===== config.mk =====
export PLATFORM = sky130hd
export DESIGN_NAME = reg16_write_arbiter
export DESIGN_NICKNAME = d
export VERILOG_FILES = /design/src/rtl/reg16_write_arbiter_pkg.sv /design/src/rtl/reg16_write_arbiter_rr_pick.sv /design/src/rtl/reg16_write_arbiter.sv
export SDC_FILE = /design/constraint.sdc
export NUM_CORES = 1
export LEC_CHECK = 0
export ABC_CLOCK_PERIOD_IN_PS = 4800
export CAP_MARGIN = 20
export CORE_MARGIN = 2
export CORE_UTILIZATION = 48
export CTS_BUF_LIST = sky130_fd_sc_hd__clkbuf_8
export DETAILED_ROUTE_END_ITERATION = 8
export PLACE_DENSITY = 0.95
export REMOVE_ABC_BUFFERS = 1
export SLEW_MARGIN = 40
export SYNTH_ARGS = -nofsm -noshare
export SYNTH_HDL_FRONTEND = slang
export SYNTH_SLANG_ARGS = --single-unit

===== constraint.sdc =====
create_clock -name clock -period 4.8 [get_ports clock]
set_clock_uncertainty 0.2 [all_clocks]
set_input_delay 0.72 -clock clock [delete_from_list [all_inputs] [get_ports clock]]
set_output_delay 0.72 -clock clock [all_outputs]
set_load 0.05 [all_outputs]

===== src/rtl/reg16_write_arbiter_pkg.sv =====
// Shared types and constants for the reg16 write arbiter.
// Holds the FSM state type and the index-width helper.
package reg16_write_arbiter_pkg;

    typedef enum logic {
        IDLE,
        LOCKED
    } state_t;

    localparam int NREQ_DEF     = 4;
    localparam int WIDTH_DEF    = 16;
    localparam int LOCK_MAX_DEF = 8;

    // Minimum 1 bit so single-value ranges still give a legal vector.
    function automatic int idx_width(input int n);
        int w;
        w = 1;
        while ((1 << w) < n) w++;
        return w;
    endfunction

endpackage


===== src/rtl/reg16_write_arbiter_rr_pick.sv =====
// Combinational round-robin selector: first requester found scanning
// ptr, ptr+1, ... wrapping at NREQ.
module rr_pick
    import reg16_write_arbiter_pkg::*;
#(
    parameter int NREQ = NREQ_DEF,
    parameter int IW   = idx_width(NREQ_DEF)
) (
    input  logic [NREQ-1:0] req,
    input  logic [IW-1:0]   ptr,
    output logic [NREQ-1:0] grant,
    output logic [IW-1:0]   idx,
    output logic            valid
);

    always_comb begin
        valid = 1'b0;
        idx   = '0;
        for (int k = 0; k < NREQ; k++) begin
            if (!valid && req[(int'(ptr) + k) % NREQ]) begin
                valid = 1'b1;
                idx   = IW'((int'(ptr) + k) % NREQ);
            end
        end
    end

    assign grant = valid ? (NREQ'(1) << idx) : '0;

endmodule


===== src/rtl/reg16_write_arbiter.sv =====
// Round-robin write arbiter for one shared register, with a bounded
// lock that lets one requester issue back-to-back writes.
module reg16_write_arbiter
    import reg16_write_arbiter_pkg::*;
#(
    parameter int NREQ     = NREQ_DEF,
    parameter int WIDTH    = WIDTH_DEF,
    parameter int LOCK_MAX = LOCK_MAX_DEF
) (
    input  logic                         clock,
    input  logic                         rst_n,
    input  logic [NREQ-1:0]              req,
    input  logic [NREQ-1:0]              lock,
    input  logic [NREQ*WIDTH-1:0]        wdata,
    output logic [NREQ-1:0]              ack,
    output logic [WIDTH-1:0]             q,
    output logic                         locked,
    output logic [idx_width(NREQ)-1:0]   owner,
    output logic                         lock_timeout
);

    localparam int IW = idx_width(NREQ);
    localparam int CW = idx_width(LOCK_MAX);
    localparam logic [CW-1:0] CMAX = CW'(LOCK_MAX - 1);

    state_t          state, state_n;
    logic [IW-1:0]   ptr, ptr_n;
    logic [IW-1:0]   owner_n;
    logic [CW-1:0]   cnt, cnt_n;
    logic [NREQ-1:0] ack_n;
    logic            tmo_n;
    logic            wr_en;
    logic [IW-1:0]   wr_idx;
    logic [WIDTH-1:0] wsel;

    logic [NREQ-1:0] pick_grant;
    logic [IW-1:0]   pick_idx;
    logic            pick_valid;

    function automatic logic [IW-1:0] nxt(input logic [IW-1:0] i);
        return (int'(i) == NREQ - 1) ? '0 : i + IW'(1);
    endfunction

    rr_pick #(
        .NREQ (NREQ),
        .IW   (IW)
    ) u_pick (
        .req   (req),
        .ptr   (ptr),
        .grant (pick_grant),
        .idx   (pick_idx),
        .valid (pick_valid)
    );

    assign wsel   = wdata[int'(wr_idx)*WIDTH +: WIDTH];
    assign locked = (state == LOCKED);

    always_comb begin
        state_n = state;
        ptr_n   = ptr;
        owner_n = owner;
        cnt_n   = cnt;
        ack_n   = '0;
        tmo_n   = 1'b0;
        wr_en   = 1'b0;
        wr_idx  = pick_idx;
        unique case (state)
            IDLE: begin
                if (pick_valid) begin
                    wr_en = 1'b1;
                    ack_n = pick_grant;
                    ptr_n = nxt(pick_idx);
                    if (lock[pick_idx]) begin
                        state_n = LOCKED;
                        owner_n = pick_idx;
                        cnt_n   = '0;
                    end
                end
            end
            LOCKED: begin
                wr_idx = owner;
                cnt_n  = cnt + CW'(1);
                if (req[owner]) begin
                    wr_en = 1'b1;
                    ack_n = NREQ'(1) << owner;
                end
                // Release always hands the pointer past the owner.
                if (!lock[owner]) begin
                    state_n = IDLE;
                    ptr_n   = nxt(owner);
                end else if (cnt == CMAX) begin
                    state_n = IDLE;
                    ptr_n   = nxt(owner);
                    tmo_n   = 1'b1;
                end
            end
            default: state_n = IDLE;
        endcase
    end

    always_ff @(posedge clock or negedge rst_n) begin
        if (!rst_n) state <= IDLE;
        else        state <= state_n;
    end

    always_ff @(posedge clock or negedge rst_n) begin
        if (!rst_n) begin
            ptr          <= '0;
            cnt          <= '0;
            owner        <= '0;
            ack          <= '0;
            lock_timeout <= 1'b0;
            q            <= '0;
        end else begin
            ptr          <= ptr_n;
            cnt          <= cnt_n;
            owner        <= owner_n;
            ack          <= ack_n;
            lock_timeout <= tmo_n;
            if (wr_en) q <= wsel;
        end
    end

endmodule


==> key figures, run 1 <==
Outcome
  • Status: complete, no violations

Global route
  • Grt ovf: 0
  • Largest net degree at the start of global routing: 34
  • First-pass GRT wire length: approximately 13 mm
  • Vias in the first global route: 2775
  • GRT Overall Usage: 0.299
  • Initial antenna violation count: 0

Place
  • Placed insts: 422
  • RD Place Congestion: 0.958
  • Post-detail-place hpwl: 5.40 mm
  • Port bufs: 97

Power and ir drop
  • Power Dens Cells: 684 nW/um2
  • Peak VDD IR: 0.412 mV
  • Leak: 1.27 nW

Yosys
  • Sequential fraction of the synthesis area: 0.306
  • Simple-gate share of the synthesized area: 0.164
  • Post-synth top flop: dfrtp_1
  • Adder-Cell Fraction of Synth Area: 0.0316
  • Post-synth ARST share: 1.00
  • Synth Area in XOR/XNOR: 0
  • Synthesized area: around 2400 um2
  • Post-synth EDFFs: 0
  • Post-synthesis mux area share: 0.0421
  • Post-synthesis register bit count: 29
  • Largest family of logic cells by synthesized area: compound AO/OA/AOI/OAI gates
  • Synth Area in Compound Gates: 0.383
  • Avg Synthesized Cell Area: 8.48 um2
  • Synth unique cells: 46
  • Ys Warns: 0
  • Post-Syn Instances: 280

Setup path
  • Required @ worst endpoint: about 4800 ps
  • Crit path DAT: ~3100 ps
  • Critical path type: input port to flop
  • Critical path startpoint category: input port
  • CP max FO: 31
  • Worst Setup End Kind: flop

Layout
  • Area delta synth->final: 44.3%
  • Net count reported at finish: 442
  • Fraction of layout cells with a size suffix above 1: 0.0663
  • Antenna cells: 0
  • Most frequent cells in the layout: clkdlybuf4s50_1 (97), a21oi_1 (36), nand2_1 (31)
  • Multi-input gate area: 1490 um2
  • Most common cell after layout, fill and taps aside: clkdlybuf4s50_1
  • Non-filler cells in the finished layout: 429
  • Final core utilization: 0.721
  • Fillers: 362
  • Sequential Area: 726 um2

Clock tree
  • Clock buffer depth: 2
  • CTS resizes: 0
  • Worst-path clk slew: 70 ps
  • Skew-Pair Late Insertion Delay: about 290 ps
  • # hold bufs at CTS: 0
  • # Post-CTS Setup Buffers: 0
  • Clock sinks: 29
  • CTS tree: done
  • CTS Buf Count: 5
  • H-tree depth: 2
  • CTS root buf: clkbuf_8

STA
  • Setup TNS: 0 ps
  • Final min period: 3090 ps
  • Fin crit share: 0.643
  • # setup viols final: 0
  • Final hold slack: 299 ps
  • Max-slew violations: 0
  • Final hold vios: 0
  • RSZ-0062 raised after global routing: false
  • Fmax: 324 MHz
  • Slew headroom: 0.469
  • Worst-Margin Slew: 793 ps

Drt
  • DRC: 0
  • DRT iter0 DRCs: 273
  • Final wirelength: approximately 8 mm
  • Overall via count from detail_route: 2804
  • Vias per cell: 6.54
  • Final ANT Viol Nets: 0
  • Initial DRT Pass Iterations: 5
  • Routed length per instance: 18.6 um

Floorplanning
  • Die height: roughly 74 um
  • Chip Width: 74.3 um
  • Die area: 5530 um2
  • Core area: 4750 um2
  • Row count: 25
  • Initial core utilization: 0.499
  • Ports: 98

Worst hold path
  • Type of the most critical hold path: flop to flop

Run
  • Max cap viols: 0
-- per-layer routing --
layer / global-route usage / up-vias / share of wire / routed length [um]
li1: - / 1265 / - / -
met1: 0.385 / 1310 / 0.39 / 3140
met2: 0.466 / 191 / 0.47 / 3770
met3: 0.0691 / 38 / 0.10 / 806
met4: 0.169 / 0 / 0.035 / 280
met5: 0 / - / 0 / 0
-- path summary, 6_finish.rpt --
path,endpoint,slack (ps),cells past startpoint,from
worst min register to register,q[1],300,2,q[1]
worst min-delay path,q[1],300,2,q[1]
worst max register to register,q[12],2110,6,locked
min in group asynchronous,q[14],630,2,rst_n
max in group asynchronous,q[9],3480,2,rst_n
worst max-delay path,q[3],1710,6,req[0]
-- synth_stat cells (2+ instances only) --
cell type	count	area [um2]
nand2_1	31	116
buf_6	4	45.0
ha_1	6	75.1
clkbuf_1	16	60.1
nand4bb_1	2	22.5
a311oi_1	16	140
and2_1	3	18.8
nor2b_1	2	12.5
o21ai_0	23	115
o21ai_1	3	15.0
o2111ai_1	15	131
or3_1	16	100
nand3b_1	4	30.0
o31ai_1	2	15.0
inv_1	8	30.0
mux2i_1	3	30.0
dfrtp_1	29	726
mux4_2	2	45.0
o22ai_1	4	25.0
nand2b_1	4	25.0
a21oi_1	36	180
nor3_1	2	10.0
o32ai_1	4	35.0
buf_2	8	40.0
o211ai_1	16	120
-- flip-flops by register name, indices dropped and copies added (netlist names) --
register,flops
ack,4
q,16
lock_timeout,1
ptr,2
locked,1
cnt,3
owner,2
-- power by group --
part           internal [mW]  switching [mW]  total, mW
logic                  0.609            1.02       1.63
clock network          0.112          0.0986      0.210
registers              0.368           0.132      0.500
total                   1.09            1.26       2.34
-- critical path, stage by stage --
cell and delay (ps):
clkdlybuf4s50_1 670, nand2_1 100, a311oi_1 630, o21ai_4 360, a311oi_1 410, o211ai_1 140
-- through the flow --
stage	setup WS, ps	power (mW)	cell area, um2
after detailed placement	1470	2.11	3340
after floorplan	1470	1.56	2230
after CTS	1760	2.32	3430
final	1710	2.34	3430
after global routing	1490	2.49	3430
after global placement	1550	2.04	3330
-- logic make-up (layout without fill, tap and decap cells) --
| group | count (synthesis) | count (layout) |
|---|---|---|
| AO/OA/AOI/OAI | 131 | 131 |
| adder cells (fa/ha/maj) | 6 | 6 |
| buffers and inverters | 36 | 118 |
| flip-flops | 29 | 29 |
| multiplexers | 7 | 7 |
| AND/OR/NAND/NOR | 71 | 71 |
-- layout make-up --
cell class | count | area share
Multi-Input combinational cell | 215 | 0.433
Timing Repair Buffer | 103 | 0.296
Sequential cell | 29 | 0.212
Tap cell | 67 | 0.0245
Clock buffer | 6 | 0.0241
Inverter | 8 | 0.00876
Clock inverter | 1 | 0.00110
Note: power is estimated with default switching activity, not from simulation.
==> inputs of run 2 (changes only) <==
--- a/config.mk
+++ b/config.mk
@@ -5,13 +5,13 @@
 export SDC_FILE = /design/constraint.sdc
 export NUM_CORES = 1
 export LEC_CHECK = 0
-export ABC_CLOCK_PERIOD_IN_PS = 4800
+export ABC_CLOCK_PERIOD_IN_PS = 2500
 export CAP_MARGIN = 20
 export CORE_MARGIN = 2
-export CORE_UTILIZATION = 48
+export CORE_UTILIZATION = 40
 export CTS_BUF_LIST = sky130_fd_sc_hd__clkbuf_8
 export DETAILED_ROUTE_END_ITERATION = 8
-export PLACE_DENSITY = 0.95
+export PLACE_DENSITY = 0.86
 export REMOVE_ABC_BUFFERS = 1
 export SLEW_MARGIN = 40
 export SYNTH_ARGS = -nofsm -noshare
==> constraint.sdc (replaced) <==
create_clock -name clock -period 2.5 [get_ports clock]
set_clock_uncertainty 0.2 [all_clocks]
set_input_delay 0.375 -clock clock [delete_from_list [all_inputs] [get_ports clock]]
set_output_delay 0.375 -clock clock [all_outputs]
set_load 0.05 [all_outputs]
==> run 2 against run 1 <==
  * Non-clock buffer count rose by 18
  * Clock-buffer cell count rose by 1
  * Clock power rose by 110%
  * Sequential share of layout area fell by 1.1 points
  * Final cell count rose by 6.3%
  * Via count rose by 0.11%
  * Critical path type is now flop to output pin
  * Largest power group unchanged
  * Highest routed layer unchanged
==> key figures, run 2 (synthesis results as in run 1) <==
Layout
  • Biggest regs: q x16, ack x4, cnt x3
  • Final Cell Area: 3610 um2 (+5.5%)
  • Most common cell after layout, fill and taps aside: clkdlybuf4s50_1
  • Largest Register: q
  • Most frequent cells in the layout: clkdlybuf4s50_1 (96), a21oi_1 (36), nand2_1 (31)
  • Area delta synth->final: 52.2%
  • Fraction of layout cells with a size suffix above 1: 0.118 (+0.0518)
  • Max reg flops: 16 (unchanged)
  • Net count reported at finish: 460 (+4.1%)
  • Antenna cells: 0 (unchanged)

Setup path
  • R2r setup slk: 220 ps (-1890 ps)
  • Crit-path slowest cell: clkdlybuf4s50_1
  • Max stage delay on crit path: 900 ps (+230 ps)
  • Required @ worst endpoint: 1920 ps (-2840 ps)
  • Critical path type: flop to output pin
  • Delay-heaviest family, CP: buffers and inverters
  • CP Cell Sequence: clkdlybuf4s50_1
  • Critical path startpoint category: flop
  • Crit path DAT: 1840 ps (-1210 ps)
  • Worst Path Buf+Inv: 1 (unchanged)
  • Worst Setup End Kind: output pin
  • CP max FO: 13 (-58%)

STA
  • Worst-Margin Slew: 538 ps (-255 ps)
  • Fin crit share: 0.964
  • RSZ-0062 raised after global routing: false
  • Slew headroom: 0.640 (+0.171)
  • Final worst slack: 89.2 ps (-1620 ps)
  • Max-slew violations: 0 (unchanged)
  • Final hold vios: 0 (unchanged)
  • # setup viols final: 0 (unchanged)
  • Fmax: 415 MHz
  • Setup TNS: 0 ps (unchanged)
  • Final min period: 2410 ps

Place
  • Port bufs: 97 (unchanged)
  • RD Place Congestion: 0.864 (-9.8%)
  • DP Area: 3510 um2 (+5.2%)
  • Setup Slack @ Placement: -99.9 ps (-1570 ps)
  • Post-detail-place hpwl: 5.75 mm (+6.5%)

Power and ir drop
  • Leak: 1.38 nW (+8.4%)
  • Peak VDD IR: 0.724 mV (+76%)
  • Power Dens Cells: 1310 nW/um2 (+91%)

Drt
  • Final wirelength: 8.05 mm (+0.79%)
  • DRC: 0 (unchanged)
  • Initial DRT Pass Iterations: 5 (unchanged)
  • DRT iter0 DRCs: 221 (-19%)
  • Overall via count from detail_route: 2807 (+0.11%)
  • Routed length per instance: 17.7 um (-5.2%)
  • Vias per cell: 6.16 (-5.8%)
  • Final ANT Viol Nets: 0 (unchanged)

Clock tree
  • Worst-path clk slew: 70 ps (about the same)
  • Skew-Pair Late Insertion Delay: 290 ps (about the same)
  • Clock buffer depth: 2 (unchanged)
  • # hold bufs at CTS: 0 (unchanged)
  • # Post-CTS Setup Buffers: 0 (unchanged)
  • CTS resizes: 0 (unchanged)
  • CTS root buf: clkbuf_8
  • CTS tree: done
  • Clock sinks: 29 (unchanged)
  • CTS Buf Count: 5 (unchanged)
  • H-tree depth: 2 (unchanged)

Floorplanning
  • Row count: 28 (+12%)
  • Die area: 6570 um2 (+19%)
  • Chip Width: 81.1 um (+9.0%)
  • Core area: 5820 um2 (+22%)
  • Ports: 98 (unchanged)
  • Initial core utilization: 0.408 (-0.0911)
  • Die height: 81.1 um (+9.0%)

Global route
  • GRT Overall Usage: 0.249 (-0.0508)
  • Grt ovf: 0 (unchanged)
  • First-pass GRT wire length: 12.6 mm (-1.5%)
  • Vias in the first global route: 2713 (-2.2%)
  • Largest net degree at the start of global routing: 34 (unchanged)
  • Initial antenna violation count: 0 (unchanged)

Outcome
  • Status: complete, no violations

Run
  • Max cap viols: 0 (unchanged)

Worst hold path
  • Type of the most critical hold path: input port to async pin
[run 2: cell count changes in the layout (fill, tap and decap cells not counted), sizes merged]
cell	change
clkbuf	+1
clkinv	+1
inv	-1
buf	+19
clkdlybuf4s50	-1
[run 2: metal layers]
layer  track usage  part of all wire
met5             0                 0
met4         0.124             0.030
met3        0.0467             0.082
met2         0.411              0.49
met1         0.311              0.40
[run 2: final timing paths]
kind | startpoint | endpoint | cells after the start
max | owner[0] | owner[0] | 1
min | rst_n | q[4] | 2
max reg2reg | ptr[1] | q[10] | 5
min reg2reg | q[9] | q[9] | 2
max in group asynchronous | rst_n | q[6] | 2
min in group clock | q[9] | q[9] | 2
[run 2: power breakdown]
part	internal [mW]	switching (mW)
clock	0.249	0.196
sequential	0.707	0.213
combinational	1.35	2.02
total	2.30	2.43
[run 2: layout make-up]
class	instances	area, um2
clock inverter	1	5.00
fill	506	2200
multi-input combinational	215	1480
timing repair buffer	121	1190
tap	75	93.8
inverter	8	30.0
sequential	29	726
clock buffer	7	96.3
[run 2: metrics by stage]
step / util / power, mW / instances / hold slack, ps
2_1_floorplan: - / 3.00 / 252 / -121
3_3_place_gp: 0.604 / 4.15 / 448 / 278
3_5_place_dp: 0.604 / 4.25 / 448 / 285
4_1_cts: 0.622 / 4.72 / 456 / 299
5_1_grt: 0.622 / 5.05 / 456 / 318
6_report: 0.622 / 4.73 / 456 / 286
==> RTL edit 1, RTL diff (flow settings as in run 1) <==
The output `lock_timeout` loses its register stage (`lock_timeout` becomes a continuous assignment).
--- a/src/rtl/reg16_write_arbiter.sv
+++ b/src/rtl/reg16_write_arbiter.sv
@@ -109,17 +109,17 @@
             cnt          <= '0;
             owner        <= '0;
             ack          <= '0;
-            lock_timeout <= 1'b0;
             q            <= '0;
         end else begin
             ptr          <= ptr_n;
             cnt          <= cnt_n;
             owner        <= owner_n;
             ack          <= ack_n;
-            lock_timeout <= tmo_n;
             if (wr_en) q <= wsel;
         end
     end
 
+    assign lock_timeout = tmo_n;
+
 endmodule
 
Formal check against the unedited RTL: no difference found for any inputs over 4 cycles, from zero or initial values and one cycle with rst_n low; that may be too few to reach the edited logic, so the function may still have changed.
==> RTL edit 1 against run 1 <==
Design area up 3.0%. Sequential cell count down 1. Core utilization down 2.5 points. Synthesized cell count up 9.3%. Hold slack better by 57 ps. Largest power group unchanged. Largest cell class unchanged. Power down 4.5%. Area after synthesis up 5.6%. Via count up 2.4%. Count of clock-buffer cells in the layout down 2. Global-route usage down 2.5 points. Worst setup slack worse by 360 ps. Wire length up 1.8%.
==> RTL edit 1: results <==
[outcome]
status = complete, no violations

[global_route]
grt_pass1_wl_mm = 13.1
grt_use_total = 0.274
grtUsageMet1 = 0.339

[finish]
drive_above_1_share = 0.0805
num-clock-buffers = 4
multi_input_area_share = 0.467
buf_share = 0.286
num-fill-cells = 409
num-nets-final = 466
nMultiInputCombCells = 243

[setup_path]
slowest_delay_ps = 690
cp-endpoint = lock_timeout
critical_path.startpoint = lock[3]

[clock_network]
cts_made_buffers = 3
cts.clk_slew.worst_paths_ps = 110

[placement]
dp_hpwl_mm = 5.53
dp.cells = 451
dpl_cell_area_um2 = 3480

[yosys]
synth_fa_ha_area_frac = 0.0299
ys_types = 41
synthTopCellsByArea = dfrtp_1 (28%), a21oi_1 (9.6%), mux2i_1 (8.0%), mux2_2 (6.7%), o221ai_1 (5.9%)

[pwr]
leakagePower_nw = 1.39
power.share.switching = 0.533

[timing]
fin_ws_ps = 1350
[RTL edit 1: cell count changes in the layout (fill, tap and decap cells not counted), sizes merged, moves of 13 or more]
cell and change:
o21ai -19, nand3 +21, or3 -14, o221ai +16
mux2i +16, a311oi -15, o2111ai -15, mux2 +14
nor2 +17, nand2b +13, o211ai -15
[RTL edit 1: how the worst min path moves through the flow]
stage,startpoint,to,slack (ps),cells after the start
floorplan,rst_n,ack[0]$_DFF_PN0_,220,0
global placement,q[4]$_DFFE_PN0P_,q[4]$_DFFE_PN0P_,320,2
detailed placement,q[12]$_DFFE_PN0P_,q[12]$_DFFE_PN0P_,330,2
CTS,q[12]$_DFFE_PN0P_,q[12]$_DFFE_PN0P_,350,2
global route,q[8]$_DFFE_PN0P_,q[8]$_DFFE_PN0P_,390,2
finish,q[15]$_DFFE_PN0P_,q[15]$_DFFE_PN0P_,360,2
[RTL edit 1: worst max-delay path, delay by kind of cell]
family,cells,cell delay [ps]
buffers and inverters,2,1130
AND/OR/NAND/NOR,1,190
multiplexers,1,490
==> RTL edit 2, RTL diff (flow settings as in run 1) <==
Without the edit above. The package constant `LOCK_MAX_DEF` goes from 8 to 4.
--- a/src/rtl/reg16_write_arbiter_pkg.sv
+++ b/src/rtl/reg16_write_arbiter_pkg.sv
@@ -9,7 +9,7 @@
 
     localparam int NREQ_DEF     = 4;
     localparam int WIDTH_DEF    = 16;
-    localparam int LOCK_MAX_DEF = 8;
+    localparam int LOCK_MAX_DEF = 4;
 
     // Minimum 1 bit so single-value ranges still give a legal vector.
     function automatic int idx_width(input int n);
Formal check against the unedited RTL: same outputs for any inputs over 4 cycles, from zero or initial values and one cycle with rst_n low; that may be too few to reach the edited logic, so the function may still have changed.
==> RTL edit 2 against run 1 <==
Sequential cell count shrank 1. Fmax shrank 6.5%. Critical endpoint is now q[9]$_DFFE_PN0P_. First-iteration DRC count grew 19%. Worst setup slack lost 210 ps. Design area grew 2.6%. Area after synthesis grew 4.4%. Sequential power grew 2%. Wire length grew 5.7%. Power shrank 3.3%.
==> RTL edit 2: results <==
[yosys]
muxShareOfSynthArea = 0.176
synth_fa_ha_area_frac = 0.0252
yosysSeqAreaShare = 0.283
synth_compound_area_frac = 0.263
synthXorXnorAreaFrac = 0
ys_types = 40
synthTopCellsByArea = dfrtp_1 (28%), a21oi_1 (9.7%), mux2i_1 (8.1%), mux2_2 (6.8%), o221ai_1 (6.0%)
ys_top_cells_by_count = a21oi_1 (48), dfrtp_1 (28), nand2_1 (23)
ys.warnings.count = 0

[finish]
num-fill-cells = 384
top_regs = q x16, ack x4
drive_above_1_share = 0.0816
num-nets-final = 460

[clock_network]
ctsResizeCount = 0
cts_made_buffers = 3
cts_setup_buffers = 0
h-tree-depth = 1
cts_root_buffer = clkbuf_8
cts.clk_slew.worst_paths_ps = 110

[pwr]
leakagePower_nw = 1.37
peakVddDrop_mv = 0.344
intPower_mw = 1.07

[placement]
pre_cts_ws_ps = 1230
gp_congestion = 0.856
place.port_buffers = 97
dpl_cell_area_um2 = 3440
dp_hpwl_mm = 5.72

[global_route]
grt_pass1_wl_mm = 13.0
grt_max_degree = 36
grt_use_total = 0.296
grt_pass1_vias = 2758
grt_antenna_before_repair = 0

[setup_path]
path_delay_family = buffers and inverters
crit_arrival_ps = 3240
cp_slowest_cell = clkdlybuf4s50_1
reg2reg_depth = 5
slowest_delay_ps = 600
crit_fanout = 16

[hold_path]
min_path_cells = 2
hp-class = reg2reg

[drt]
first_iter_violations = 324
postRouteWirelength_mm = 8.44
viasPerCell = 6.50

[outcome]
status = complete, no violations

[timing]
max-slew-margin-rel = 0.482
## RTL edit 2: layout make-up
type	count	area, µm²	share of cell area
flip-flops and latches	28	702	0.200
inverters	8	30.0	0.00854
multi-input cells	239	1620	0.462
repair buffers	101	1000	0.285
clock inverters	1	30.0	0.00854
well taps	70	87.6	0.0249
clock buffers	3	41.3	0.0117
## RTL edit 2: routing by layer
metal / global-route usage / wire length (µm) / share of wire / vias to the layer above
met5: 0 / 0 / 0 / -
met2: 0.486 / 4200 / 0.50 / 213
li1: - / - / - / 1278
met3: 0.0489 / 859 / 0.10 / 33
met1: 0.381 / 3140 / 0.37 / 1399
met4: 0.133 / 246 / 0.029 / 0
## RTL edit 2: power by group through the flow
stage          Clock [mW]  Combinational (mW)  Sequential, mW
2_1_floorplan           0               0.715           0.810
3_3_place_gp            0                1.48           0.499
3_5_place_dp            0                1.53           0.506
4_1_cts             0.193                1.55           0.505
5_1_grt             0.201                1.67           0.525
6_report            0.195                1.56           0.510
## RTL edit 2: final timing paths
kind	to	slack (ps)	startpoint
worst max-delay path	q[9]$_DFFE_PN0P_	1500	req[1]
min in group asynchronous	lock_timeout$_DFF_PN0_	610	rst_n
worst min-delay path	q[6]$_DFFE_PN0P_	350	q[6]$_DFFE_PN0P_
worst max register to register	q[11]$_DFFE_PN0P_	1740	locked$_DFF_PN0_
max in group asynchronous	owner[1]$_DFFE_PN0P_	3500	rst_n
worst min register to register	q[6]$_DFFE_PN0P_	350	q[6]$_DFFE_PN0P_
## RTL edit 2: logic make-up (layout without fill, tap and decap cells)
kind of cell	after synthesis	count (layout)
AO/OA/AOI/OAI	101	101
AND/OR/NAND/NOR	95	95
flip-flops	28	28
buffers and inverters	34	113
multiplexers	38	38
adder cells (fa/ha/maj)	5	5
## RTL edit 2: metrics by stage
stage,hold slack [ps],cells,power [mW]
after CTS,351,450,2.24
after detailed placement,323,446,2.04
after global placement,308,446,1.98
after global routing,385,450,2.39
final,354,450,2.27
after floorplan,224,275,1.53
## RTL edit 2: worst register-to-register path, cell delays in order, from the launching register on
cell      delay [ps]
dfrtp_1          670
clkinv_1         780
and2_1           650
nor2_1           300
o31ai_1          130
o32ai_1          240
